## config.mk

```make
export PLATFORM = sky130hd
export DESIGN_NAME = clk_freq_monitor
export DESIGN_NICKNAME = d
export VERILOG_FILES = /design/src/rtl/pll_mon_pkg.sv /design/src/rtl/sync_edge_det.sv /design/src/rtl/clk_freq_monitor.sv
export SDC_FILE = /design/constraint.sdc
export NUM_CORES = 1
export LEC_CHECK = 0
export ABC_AREA = 1
export BUFFER_PORTS_ARGS = -buffer_cell sky130_fd_sc_hd__buf_4
export CORE_MARGIN = 2
export CORE_UTILIZATION = 25
export CTS_CLUSTER_SIZE = 16
export DETAILED_ROUTE_END_ITERATION = 8
export PLACE_DENSITY = 0.39
export SYNTH_ARGS = -nofsm -noshare
export SYNTH_HDL_FRONTEND = slang
export SYNTH_SLANG_ARGS = --single-unit
```

## constraint.sdc

```tcl
create_clock -name clk_in -period 6.75 [get_ports clk_in]
set_input_delay 0.3375 -clock clk_in [delete_from_list [all_inputs] [get_ports clk_in]]
set_output_delay 0.3375 -clock clk_in [all_outputs]
set_load 0.005 [all_outputs]
```

## src/rtl/pll_mon_pkg.sv

```systemverilog
`timescale 1ns/1ps
// Shared FSM state type and parameter defaults for the PLL clock-frequency monitor.
package pll_mon_pkg;

  typedef enum logic [1:0] {
    ST_IDLE   = 2'd0,
    ST_GATE   = 2'd1,
    ST_REPORT = 2'd2
  } mon_state_t;

  localparam int DEF_GATE_CYCLES  = 100000;
  localparam int DEF_CNT_W        = 24;
  localparam int DEF_TOL          = 20;
  localparam int DEF_GOOD_WINDOWS = 4;

endpackage

```

## src/rtl/sync_edge_det.sv

```systemverilog
`timescale 1ns/1ps
// Two-flop synchronizer for an asynchronous clock plus a rising-edge pulse.
// Latency: 2 cycles to the synchronized value; rise is a one-cycle pulse.
module sync_edge_det (
  input  logic clk_in,
  input  logic rst_n,
  input  logic async_in,
  output logic rise
);

  // sh[1:0] form the synchronizer, sh[2] holds the previous synchronized value
  logic [2:0] sh;

  always_ff @(posedge clk_in or negedge rst_n) begin
    if (!rst_n) sh <= '0;
    else        sh <= {sh[1:0], async_in};
  end

  assign rise = sh[1] & ~sh[2];

endmodule

```

## src/rtl/clk_freq_monitor.sv

```systemverilog
`timescale 1ns/1ps
// Counts meas_clk rising edges over a fixed gate window of clk_in cycles, checks the
// count against a tolerance band and raises freq_ok after enough consecutive good windows.
module clk_freq_monitor
  import pll_mon_pkg::*;
#(
  parameter int GATE_CYCLES  = DEF_GATE_CYCLES,
  parameter int CNT_W        = DEF_CNT_W,
  parameter int TOL          = DEF_TOL,
  parameter int GOOD_WINDOWS = DEF_GOOD_WINDOWS
) (
  input  logic             clk_in,
  input  logic             rst_n,
  input  logic             meas_clk,
  input  logic             enable,
  input  logic [CNT_W-1:0] expected_count,
  output logic [CNT_W-1:0] meas_count,
  output logic             meas_valid,
  output logic             in_range,
  output logic             freq_ok
);

  localparam int GW  = $clog2(GATE_CYCLES + 1);
  localparam int GDW = $clog2(GOOD_WINDOWS + 1);
  localparam logic [GW-1:0]    GATE_LAST = GW'(GATE_CYCLES - 1);
  localparam logic [CNT_W-1:0] CNT_MAX   = '1;
  localparam logic [CNT_W:0]   TOL_V     = (CNT_W+1)'(TOL);
  localparam logic [GDW-1:0]   GOOD_V    = GDW'(GOOD_WINDOWS);

  mon_state_t       state;
  logic             edge_rise;
  logic [GW-1:0]    gate_cnt;
  logic [CNT_W-1:0] edge_cnt;
  logic [CNT_W-1:0] exp_lat;
  logic [GDW-1:0]   good_cnt;

  logic [CNT_W-1:0] edge_next;
  logic [CNT_W:0]   diff;
  logic [CNT_W:0]   abs_dev;
  logic             window_ok;
  logic [GDW-1:0]   good_inc;

  sync_edge_det u_sync (
    .clk_in   (clk_in),
    .rst_n    (rst_n),
    .async_in (meas_clk),
    .rise     (edge_rise)
  );

  // edge_next includes the current cycle so the last gate cycle's edge is reported
  always_comb begin
    edge_next = (edge_rise && (edge_cnt != CNT_MAX)) ? edge_cnt + 1'b1 : edge_cnt;
    diff      = {1'b0, edge_next} - {1'b0, exp_lat};
    abs_dev   = diff[CNT_W] ? (~diff + (CNT_W+1)'(1)) : diff;
    window_ok = (abs_dev <= TOL_V);
    good_inc  = (good_cnt == GOOD_V) ? good_cnt : good_cnt + 1'b1;
  end

  always_ff @(posedge clk_in or negedge rst_n) begin
    if (!rst_n) begin
      state      <= ST_IDLE;
      gate_cnt   <= '0;
      edge_cnt   <= '0;
      exp_lat    <= '0;
      good_cnt   <= '0;
      meas_count <= '0;
      meas_valid <= 1'b0;
      in_range   <= 1'b0;
      freq_ok    <= 1'b0;
    end else begin
      meas_valid <= 1'b0;
      case (state)
        ST_IDLE: begin
          if (enable) begin
            state    <= ST_GATE;
            edge_cnt <= '0;
            gate_cnt <= '0;
            exp_lat  <= expected_count;
          end
        end
        ST_GATE: begin
          if (!enable) begin
            state    <= ST_IDLE;
            good_cnt <= '0;
            freq_ok  <= 1'b0;
          end else begin
            edge_cnt <= edge_next;
            gate_cnt <= gate_cnt + 1'b1;
            if (gate_cnt == GATE_LAST) begin
              state      <= ST_REPORT;
              meas_valid <= 1'b1;
              meas_count <= edge_next;
              in_range   <= window_ok;
            end
          end
        end
        ST_REPORT: begin
          if (in_range) begin
            good_cnt <= good_inc;
            freq_ok  <= (good_inc == GOOD_V);
          end else begin
            good_cnt <= '0;
            freq_ok  <= 1'b0;
          end
          // back-to-back windows: the next gate starts right after the report cycle
          if (enable) begin
            state    <= ST_GATE;
            edge_cnt <= '0;
            gate_cnt <= '0;
            exp_lat  <= expected_count;
          end else begin
            state <= ST_IDLE;
          end
        end
        default: state <= ST_IDLE;
      endcase
    end
  end

endmodule
```

# Word-level counts from Yosys, hierarchy flattened
# Cells that the tools add are included.
dict set report totals {
  ff_bits 100
  input_bits 28
  out_inout_bits 27
  elab_cells 63
}
dict set report op_classes {
  add_sub_neg 5
  magnitude_cmp 1
  n_eq_ne 11
  muxes 23
  n_bitwise 3
  n_reduce_logical 10
}
# op n
set op_table {}
lappend op_table {{24-bit two-way mux} 3}
lappend op_table {{24-bit one-hot mux with 2 select lines} 1}
lappend op_table {{17-bit two-way mux} 2}
lappend op_table {{17-bit one-hot mux with 2 select lines} 1}
lappend op_table {{25-bit by 1-bit adder with 25-bit output, second input constant} 1}
lappend op_table {{25-bit by 5-bit less-or-equal comparator with 1-bit output, second input constant} 1}
lappend op_table {{25-bit two-way mux} 1}
lappend op_table {{25-bit NOT} 1}
lappend op_table {{24-bit by 24-bit subtractor with 25-bit output} 1}
lappend op_table {{24-bit by 1-bit adder with 24-bit output, second input constant} 1}
lappend op_table {{24-bit inequality test, second input constant} 1}
lappend op_table {{17-bit by 1-bit adder with 17-bit output, second input constant} 1}
lappend op_table {{17-bit == test, second input constant} 1}
lappend op_table {{3-bit two-way mux} 3}
lappend op_table {{3-bit == test, second input constant} 2}
lappend op_table {{1-bit two-way mux} 6}
lappend op_table {{2-bit two-way mux} 3}
lappend op_table {{2-bit inequality test, second input constant} 3}
lappend op_table {{2-bit one-hot mux with 3 select lines} 1}
lappend op_table {{3-bit one-hot mux with 2 select lines} 1}
lappend op_table {{2-bit AND reduction} 3}
lappend op_table {{3-bit AND reduction} 2}
lappend op_table {{2-bit nonzero test} 2}
lappend op_table {{3-bit by 1-bit adder with 3-bit output, second input constant} 1}
lappend op_table {{other kinds (10)} 10}

# Depth between registers and ports, before layout
# Gate-level depths: netlist (run 1).
dict set report logic_depth {
  depth_word 9
  depth_mapped 34
}

# Modules after synthesis
# From an unflattened synthesis (run 1), not the netlist that was laid out.
dict set report unflattened {
  hier_cells 1141
  area_unflattened_um2 7497.2
}
# module n_inst cells_per_inst area_each_um2 seq_area_each_um2
set by_module_without_submodules {}
lappend by_module_without_submodules {clk_freq_monitor 1 1136 7412.1 2427.3}
lappend by_module_without_submodules {sync_edge_det 1 5 85.1 75.1}

# Worst setup path before layout (run 1)
# OpenSTA, ideal clock, no wires.
dict set report synth_timing {
  path_kind {register -> register}
  from {register edge_cnt[0]}
  to {register in_range}
  t_arrival_ns 3.718
  t_required_ns 6.684
  slack_ns 2.966
  stages_incl_launch_ff 31
  n_path_buf 1
  synth_period_minus_slack_ns 3.784
  cell_sequence {dfrtp_1 ha_1 inv_1 nor2_1 nand2_1 nor3_1 nand3_1 nand3_2 nor3b_1 nand3_1 nor2_1 xor2_1 inv_1 ha_1 nand2_1 inv_1 nand2_1 inv_1 a21oi_1 or2_1 nand3_1 inv_2 buf_2 nand2_1 a21oi_1 nand3_1 nor2_1 nand2_1 nor2_1 nand3_1 nand2_1}
}
dict set report synth_between {
  elab_chain_len 8
  elab_cells_between_ends 9
  cone_classes {3 x add/sub; 1 x order compare; 1 x eq/ne; 2 x mux; 1 x bitwise; 1 x reduce/logical}
}
# item line
set synth_lines {}
lappend synth_lines {{from (decl)} clk_freq_monitor.sv:33} ;# logic [CNT_W-1:0] edge_cnt;
lappend synth_lines {{from (signal assigned)} clk_freq_monitor.sv:87} ;# edge_cnt <= edge_next;
lappend synth_lines {{branches (longest 2 deep; another with 24-bit by 1-bit adder with 24-bit output)} -}
lappend synth_lines {{24-bit two-way mux (*)} clk_freq_monitor.sv:52} ;# edge_next = (edge_rise && (edge_cnt != CNT_MAX)) ? edge_cnt + 1'b1 : edge_cnt;
lappend synth_lines {{net edge_next[15]} clk_freq_monitor.sv:37} ;# logic [CNT_W-1:0] edge_next;
lappend synth_lines {{24-bit by 24-bit subtractor with 25-bit output (*)} clk_freq_monitor.sv:53} ;# diff = {1'b0, edge_next} - {1'b0, exp_lat};
lappend synth_lines {{25-bit NOT} clk_freq_monitor.sv:54} ;# abs_dev = diff[CNT_W] ? (~diff + (CNT_W+1)'(1)) : diff;
lappend synth_lines {{25-bit by 1-bit adder with 25-bit output} clk_freq_monitor.sv:54}
lappend synth_lines {{25-bit two-way mux (*)} clk_freq_monitor.sv:54}
lappend synth_lines {{25-bit by 5-bit less-or-equal comparator with 1-bit output (*)} clk_freq_monitor.sv:55} ;# window_ok = (abs_dev <= TOL_V);
lappend synth_lines {{to (signal assigned)} clk_freq_monitor.sv:93} ;# in_range <= window_ok;
lappend synth_lines {{to (decl)} clk_freq_monitor.sv:19} ;# output logic in_range,
# Mark *: on every way through the listed nets, which the timed path passes.
# A chain may end at the register's enable or synchronous reset.

# Worst setup path after layout (run 1)
# Same ends and word-level chain as after synthesis.

==> metrics.md, run 1 <==
| Metric | Value |
|---|---|
| Run status | finished, final reports clean |
| DRT Pass-1 Iters | 5 |
| Worst Hold End | u_sync.sh[0] |
| Initial core utilization | between 20% and 30% |
| Synthesis warning total | 0 |
| Crit path buffers/inverters | 3 |
| Placer Congestion | about 0.81 |
| DR vias | just under 7000 |
| Power after layout | 1.57 mW |
| Critical path launch point type | register |
| CP arrival | 5.47 ns |
| Fin. max-slew vios | 0 |
| Final setup viols | 0 |
| Synthesized Nets | between 1000 and 1500 |
| Drt wl/cell | about 15 um |
| Yosys top cell area share | between 30% and 40% |
| Worst path slowest cell | inv_2 |
| Die Y | 175 um |
| Synth-to-layout area growth | 15.7% |
| Post-synthesis simple-gate area fraction | approximately 35% |
| DRC viols | 0 |
| Via-to-Cell Ratio | between 4 and 5 |
| RSZ-0062 raised after global routing | false |
| Max_cap viols | 0 |
| Antenna Cells | 0 |
| Post-CTS setup buffer count | 0 |
| XOR/XNOR share of the synthesized area | roughly 4.0% |
| Hold Path Class | input pin to register |
| Placeable core area | about 29000 um^2 |
| All-Layer GR Usage | about 16% |
| Register area | ~2500 um^2 |
| H-tree Lvls | 3 |
| Post-Synthesis Cell Area | 7310 um^2 |
| Worst-margin pin slew | about 1.0 ns |
| Standard-cell row count | 62 |
| Synth top area cells | dfrtp_1, nand2_1, inv_1 |
| Hold-critical path depth | 1 |
| Post-synth top flop | dfrtp_1 |
| Crit end category | register |
| Clock-pin slew on the worst setup and hold paths | roughly 0.08 ns |
| Max Fclk | around 0.19 GHz |
| Adder-Cell Fraction of Synth Area | 5.06% |
| R2R Path End | in_range |
| CP delay by family, top | simple AND/OR/NAND/NOR gates |
| Worst r2r src | edge_cnt[0] |
| DPL Wire Length | roughly 18000 um |
| EDFF count, synth | 0 |
| Sequential cell area fraction in the yosys report | 34.2% |
| Crit-path max FO | 25 |
| Flops & latches, synth | 100 |
| First-pass GRT wire length | approximately 37000 um |
| 1st-iter DRT viols | ~300 |
| NumNets Final | between 1000 and 1500 |
| Critical path class | register to register |
| Fin Clk Skew | ~0.011 ns |
| Root buffer cell | clkbuf_16 |
| Num CTS Buffers | 9 |
| Total Routed Length | approximately 23000 um |
| CTS tree | yes |
| Pwr Density | between 150 and 200 nW/um^2 |
| Gr ovfl total | 0 |
| Maximum buffer depth of the clock tree | 2 |
| Area leader, netlist | dfrtp_1 |
| Setup TNS | 0 ns |
| Post-route ant nets | 0 |
| # hold bufs at CTS | 1 |
| Final Hold Fails | 0 |
| Die Wd | roughly 180 um |
| P_leak | around 4.3 nW |
| Worst r2r path cells | 27 |
| Minimum clock period | 5.17 ns |
| Mean Syn Cell Area | between 6 and 7 um^2 |
| Synth unique cells | 40 |
| Peak supply drop | 121 uV |
| Async SR Flop Fraction | 100% |
| Multi-input gate area in the final layout | around 4000 um^2 |
| Port Buf Inserts | 54 |
| Share of layout cells above drive strength 1 | 11.6% |
| Ports | 55 |
| Gate Count Post-Synth | between 1000 and 1500 |
| Largest stage delay, worst path | approximately 0.5 ns |
| Mux cell area share after synthesis | 0% |
| Combinational family with the most area after synthesis | simple AND/OR/NAND/NOR gates |
| Number of global-route vias before repair | between 6000 and 7000 |
| Flop2flop setup slack | approximately 1.6 ns |
| Worst-Skew Late Latency | between 0.3 and 0.4 ns |
| CP Data Required Time | 7.05 ns |
| Antenna violations before repair | 0 |
| Largest net degree at the start of global routing | about 70 |
| Relative slew slack | a little under a third |
| Clock Sinks | 100 |
| Critical path's most frequent cell | nand2_1 |
| Hold_sp | meas_clk |
| Die area | around 31000 um^2 |
| Tcrit/Tclk final | roughly three quarters |
| Post-cts resize count | 0 |
| Fillcell total | around 3200 |
| Synth Area in Compound Gates | between 10 and 15% |
-- per-stage QoR --
stage          cells  setup slack [ns]  area, um^2  hold slack [ns]  util (%)
2_1_floorplan   1100              2.97        7310           0.0419         -
4_1_cts         1541              1.55        8470           0.0800      29.4
5_1_grt         1541             0.994        8470           0.0783      29.4
6_report        1541              1.58        8470           0.0909      29.4
3_5_place_dp    1524              1.58        8170            0.326      28.4
3_3_place_gp    1524              1.66        8170            0.330      28.4
-- registers in the layout, summed over array words and instances (netlist names) --
signal and flops:
in_range 1, state 2, exp_lat 24, gate_cnt 17
meas_valid 1, edge_cnt 24, u_sync.sh 3, meas_count 24
freq_ok 1, good_cnt 3
-- area by class of cell --
cell class / instances / share of cell area [%]
timing repair buffer: 60 / 5.35
sequential: 100 / 29.6
clock buffer: 9 / 2.66
tap: 384 / 5.68
multi-input combinational: 784 / 47.3
clock inverter: 7 / 0.695
inverter: 197 / 8.73
-- power breakdown --
group	switching [mW]	total, mW	internal, mW
logic	0.293	0.425	0.131
clock network	0.256	0.513	0.257
registers	0.00910	0.635	0.626
-- cells in the mapped netlist, drive strengths merged (2+ instances only) --
| master | instances |
|---|---|
| ha | 28 |
| buf | 3 |
| or2 | 4 |
| nand4 | 21 |
| nor4 | 6 |
| xor2 | 28 |
| o21ai | 75 |
| nand3b | 6 |
| nand2 | 332 |
| inv | 195 |
| nor3 | 20 |
| nand3 | 86 |
| a22oi | 2 |
| clkinv | 2 |
| o22ai | 23 |
| a21oi | 32 |
| clkbuf | 16 |
| nor3b | 2 |
| xnor2 | 5 |
| dfrtp | 100 |
| nor2 | 104 |
| o21bai | 2 |
-- per-layer routing --
metal | up-vias | global-route usage (%) | part of all wire, %
met5 | - | 0 | 0
met4 | 0 | 4.79 | 2.0
met3 | 20 | 1.76 | 1.6
met2 | 64 | 26.1 | 48
met1 | 3223 | 21.0 | 49
li1 | 3590 | - | -
-- cells in the final DEF (no fill, tap or decap), drive strengths merged, types with 2 or more instances in the layout --
cell type	count
o21ai	75
nor3b	2
nor4	6
dfrtp	100
o22ai	23
nand3b	6
or2	4
nand3	86
a22oi	2
clkinv	5
clkbuf	9
ha	28
nand4	21
a21oi	32
nand2	332
nor2	104
o21bai	2
inv	198
xor2	28
xnor2	5
nor3	20
buf	59
-- worst max path at each step --
stage | from | slack, ns | depth (start not counted) | to
detailed placement | edge_cnt[0] | 1.58 | 27 | in_range
global placement | edge_cnt[0] | 1.66 | 27 | in_range
finish | edge_cnt[0] | 1.58 | 27 | in_range
floorplan | edge_cnt[0] | 2.97 | 30 | in_range
CTS | edge_cnt[0] | 1.55 | 27 | in_range
global route | edge_cnt[0] | 0.99 | 27 | in_range
-- cell families after synthesis --
logic type | count (synthesis)
XOR/XNOR | 33
buffers and inverters | 216
flip-flops | 100
AND/OR/NAND/NOR | 583
AO/OA/AOI/OAI | 139
adder cells (fa/ha/maj) | 29
Note: power is estimated with default switching activity, not from simulation.
==> run 2, diff against run 1 <==
--- a/config.mk
+++ b/config.mk
@@ -5,13 +5,13 @@
 export SDC_FILE = /design/constraint.sdc
 export NUM_CORES = 1
 export LEC_CHECK = 0
-export ABC_AREA = 1
+export ABC_AREA = 0
 export BUFFER_PORTS_ARGS = -buffer_cell sky130_fd_sc_hd__buf_4
 export CORE_MARGIN = 2
 export CORE_UTILIZATION = 25
 export CTS_CLUSTER_SIZE = 16
 export DETAILED_ROUTE_END_ITERATION = 8
-export PLACE_DENSITY = 0.39
+export PLACE_DENSITY = 0.4
 export SYNTH_ARGS = -nofsm -noshare
 export SYNTH_HDL_FRONTEND = slang
 export SYNTH_SLANG_ARGS = --single-unit
==> constraint.sdc (replaced) <==
create_clock -name clk_in -period 4.63 [get_ports clk_in]
set_input_delay 0.2315 -clock clk_in [delete_from_list [all_inputs] [get_ports clk_in]]
set_output_delay 0.2315 -clock clk_in [all_outputs]
set_load 0.005 [all_outputs]
==> metrics.md, run 2 <==
| Metric | Value |
|---|---|
| Crit end category | register |
| Die area | 28400 um^2 (-7.3%) |
| Critical path launch point type | register |
| Die Y | 169 um (-3.7%) |
| Placed cell area | 9000 um^2 (+10%) |
| Critical path cell sequence | and3_4 -> and3_4 -> and3_4 -> a311oi_4 -> nand4_1 -> nor2_4 -> nand2_4 -> xnor2_4 -> ha_4 -> a21oi_4 -> nand2_1 -> or4_4 -> and3_4 -> or4_4 -> or3_4 -> nor4b_4 -> nand4b_1 -> a31oi_1 -> nand4b_1 -> o22ai_2 |
| Area leader, netlist | dfrtp_1 |
| Post-Layout Inst Area | 9640 um^2 (+14%) |
| Synth unique cells | 87 (+120%) |
| DR vias | 6441 (-6.6%) |
| Clock power frac | 31.9% (-0.7 points) |
| RSZ-0062 raised after global routing | true |
| Non-filler instance count after layout | 1378 (-11%) |
| Post-synth top flop | dfrtp_1 |
| Synth top area cells | dfrtp_1, o21ai_0, nand2_1 |
| Worst-margin pin slew | 0.953 ns (-0.0800 ns) |
| Synth-to-layout area growth | 42.5% |
| Pint | 1.62 mW (+60%) |
| Comb power frac | 29.0% (+2.0 points) |
| Run status | finished with violations |
| DRT Pass-1 Iters | 5 (unchanged) |
| Drt wl/cell | 15.5 um (+3.3%) |
| Critical path's most frequent cell | and3_4 |
| First-pass GRT wire length | 34200 um (-8.6%) |
| Initial core utilization | 25.3% (-0.097 points) |
| Minimum clock period | 4.99 ns (-0.179 ns) |
| DPL Wire Length | 16500 um (-11%) |
| H-tree Lvls | 3 (unchanged) |
| Worst path slowest cell | or4_4 |
| Maximum buffer depth of the clock tree | 2 (unchanged) |
| Ports | 55 (unchanged) |
| Final Hold Fails | 0 (unchanged) |
| Crit-path max FO | 7 (-72%) |
| Synthesis warning total | 0 (unchanged) |
| Yosys top cell area share | 37.0% (+2.8 points) |
| CTS tree | yes |
| Max Fclk | 0.200 GHz (+3.6%) |
| Placed cells | 1355 (-11%) |
| Most common cell after layout, fill and taps aside | buf_4 |
| Synthesized Nets | 845 (-27%) |
| Worst-Skew Late Latency | 0.36 ns (about the same) |
| Most frequent cells in the layout | buf_4, nand2_1, dfrtp_1 |
| Number of global-route vias before repair | 6505 (-6.6%) |
| Fin Clk Skew | 0.0133 ns (+0.00236 ns) |
| Largest registers | edge_cnt x24, exp_lat x24, meas_count x24 |
| Count leader, synth | nand2_1 |
| CP Data Required Time | 4.91 ns (-2.14 ns) |
| P_leak | 4.63 nW (+8.3%) |
| Antenna Cells | 0 (unchanged) |
| Post-synth top cells | nand2_1, o21ai_0, dfrtp_1 |
| Critical path class | register to register |
| Total Routed Length | 21300 um (-7.6%) |
| Root buffer cell | clkbuf_16 |
| Peak supply drop | 161 uV (+33%) |
| Max_cap viols | 0 (unchanged) |
| DRC viols | 0 (unchanged) |
| Largest stage delay, worst path | 0.51 ns (about the same) |
| Worst r2r src | edge_cnt[8] |
| Placer Congestion | 0.824 (+1.2%) |
| Post-route ant nets | 0 (unchanged) |
| Share of layout cells above drive strength 1 | 35.8% (+24 points) |
| Clock-pin slew on the worst setup and hold paths | 0.07 ns (about the same) |
| Clock Sinks | 100 (unchanged) |
| Violated checks | negative setup slack |
| Relative slew slack | 36.3% (+5.4 points) |
| Pwr Density | 244 nW/um^2 (+31%) |
| NumNets Final | 1089 (-9.9%) |
| Mean Syn Cell Area | 8.59 um^2 (+29%) |
| Placeable core area | 26700 um^2 (-7.1%) |
| Power after layout | 2.35 mW (+50%) |
| Post-Synthesis Cell Area | 6770 um^2 (-7.5%) |
| Via-to-Cell Ratio | 4.67 (+4.4%) |
| Sw Ratio | 31.0% (-4.5 points) |
| All-Layer GR Usage | 15.3% (-0.31 points) |
| Standard-cell row count | 60 (-3.2%) |
| Worst Setup Slack, final | -0.360 ns (-1.94 ns) |
| Num CTS Buffers | 9 (unchanged) |
| Final setup viols | 1 (+1) |
| P_sw | 0.731 mW (+31%) |
| Async SR Flop Fraction | 100% (unchanged) |
| Gate Count Post-Synth | 788 (-28%) |
| 1st-iter DRT viols | 303 (+2.4%) |
| Die Wd | 169 um (-3.7%) |
| Antenna violations before repair | 0 (unchanged) |
| Port Buf Inserts | 54 (unchanged) |
| Hold Path Class | input pin to asynchronous set/reset pin |
| Gr ovfl total | 0 (unchanged) |
| Tcrit/Tclk final | 108% (+31 points) |
| Fin. max-slew vios | 0 (unchanged) |
| Largest net degree at the start of global routing | 70 (+1.4%) |
| Flop pwr share | 39.1% (-1.3 points) |
| Sequential cell area fraction in the yosys report | 37.0% (+2.8 points) |
| CP arrival | 5.27 ns (-0.20 ns) |
| CP startpoint | edge_cnt[8] |
| EDFF count, synth | 0 (unchanged) |
| Flops & latches, synth | 100 (unchanged) |
## run 2: cell types whose count changed after synthesis, sizes merged, moves of 18 or more
cell   before  now
nand2     332  113
inv       195   43
nand3      86   19
nor2      104   60
o21ai      75  104
o22ai      23    1
xnor2       5   27
and3        1   19
## run 2: path summary, 6_finish.rpt
| path | end | slack (ns) | cells after the start |
|---|---|---|---|
| min in group clk_in | exp_lat[6] | 0.07 | 3 |
| hold / removal | gate_cnt[0] | 0.02 | 1 |
| setup / recovery | in_range | -0.36 | 20 |
| max in group asynchronous | exp_lat[10] | 3.67 | 2 |
| hold reg to reg | u_sync.sh[1] | 0.35 | 0 |
| setup reg to reg | in_range | -0.36 | 20 |
## run 2: cells by family (layout without fill, tap and decap cells)
logic type	Yosys count	after routing	synth area share [%]
compound gates	232	232	22.6
xor+xnor	45	45	5.94
fa+ha+maj	29	29	5.47
buf+inv	75	324	5.07
flops	100	100	37.0
mux	18	18	2.90
simple gates	289	289	21.1
## run 2: what timing repair did
action                                 CTS  global route
setup buffers                            2             4
endpoints found under the hold margin    1             0
setup endpoints to repair                1             1
gates cloned                             0             0
gates resized for setup                 10            55
hold buffers                             1             0
pin swaps                                1            32
## run 2: stage by stage
step                      setup TNS [ns]  utilization (%)  setup WS (ns)  hold WS [ns]
after floorplan                   -0.363                -         -0.363       -0.0641
after global placement            -0.603             33.7         -0.603         0.344
after detailed placement          -0.517             33.7         -0.517         0.335
after CTS                         -0.320             35.1         -0.320        0.0557
after global routing              -0.584             36.1         -0.584        0.0662
final                             -0.360             36.1         -0.360        0.0164
## run 2: layout make-up
type	count	area, um^2
clock buffer	11	243
clock inverter	5	43.8
fill	2802	17100
inverter	43	161
multi-input combinational	613	4260
sequential	100	2500
tap	341	427
timing repair buffer	265	2000
## run 2: power by group through the flow
stage | Sequential, mW | Combinational, mW | Clock [mW]
finish | 0.921 | 0.682 | 0.751
global route | 0.926 | 0.757 | 0.812
CTS | 0.922 | 0.656 | 0.781
detailed placement | 0.939 | 0.645 | 0
global placement | 0.940 | 0.649 | 0
floorplan | 0.936 | 0.352 | 0
## run 2: metal layers
| metal | global-route usage, % | wire length [um] | up-vias |
|---|---|---|---|
| met5 | 0 | 0 | - |
| met4 | 4.84 | 350 | 0 |
| met3 | 1.71 | 390 | 16 |
| met2 | 25.9 | 10200 | 49 |
| met1 | 20.4 | 10400 | 3054 |
| li1 | - | - | 3322 |
## run 2: worst max-delay path, delay by kind of cell, from the launching register on
family | cells | cell delay (ns)
xor+xnor | 1 | 0.24
simple gates | 14 | 3.11
flops | 1 | 0.38
compound gates | 4 | 0.92
fa+ha+maj | 1 | 0.26
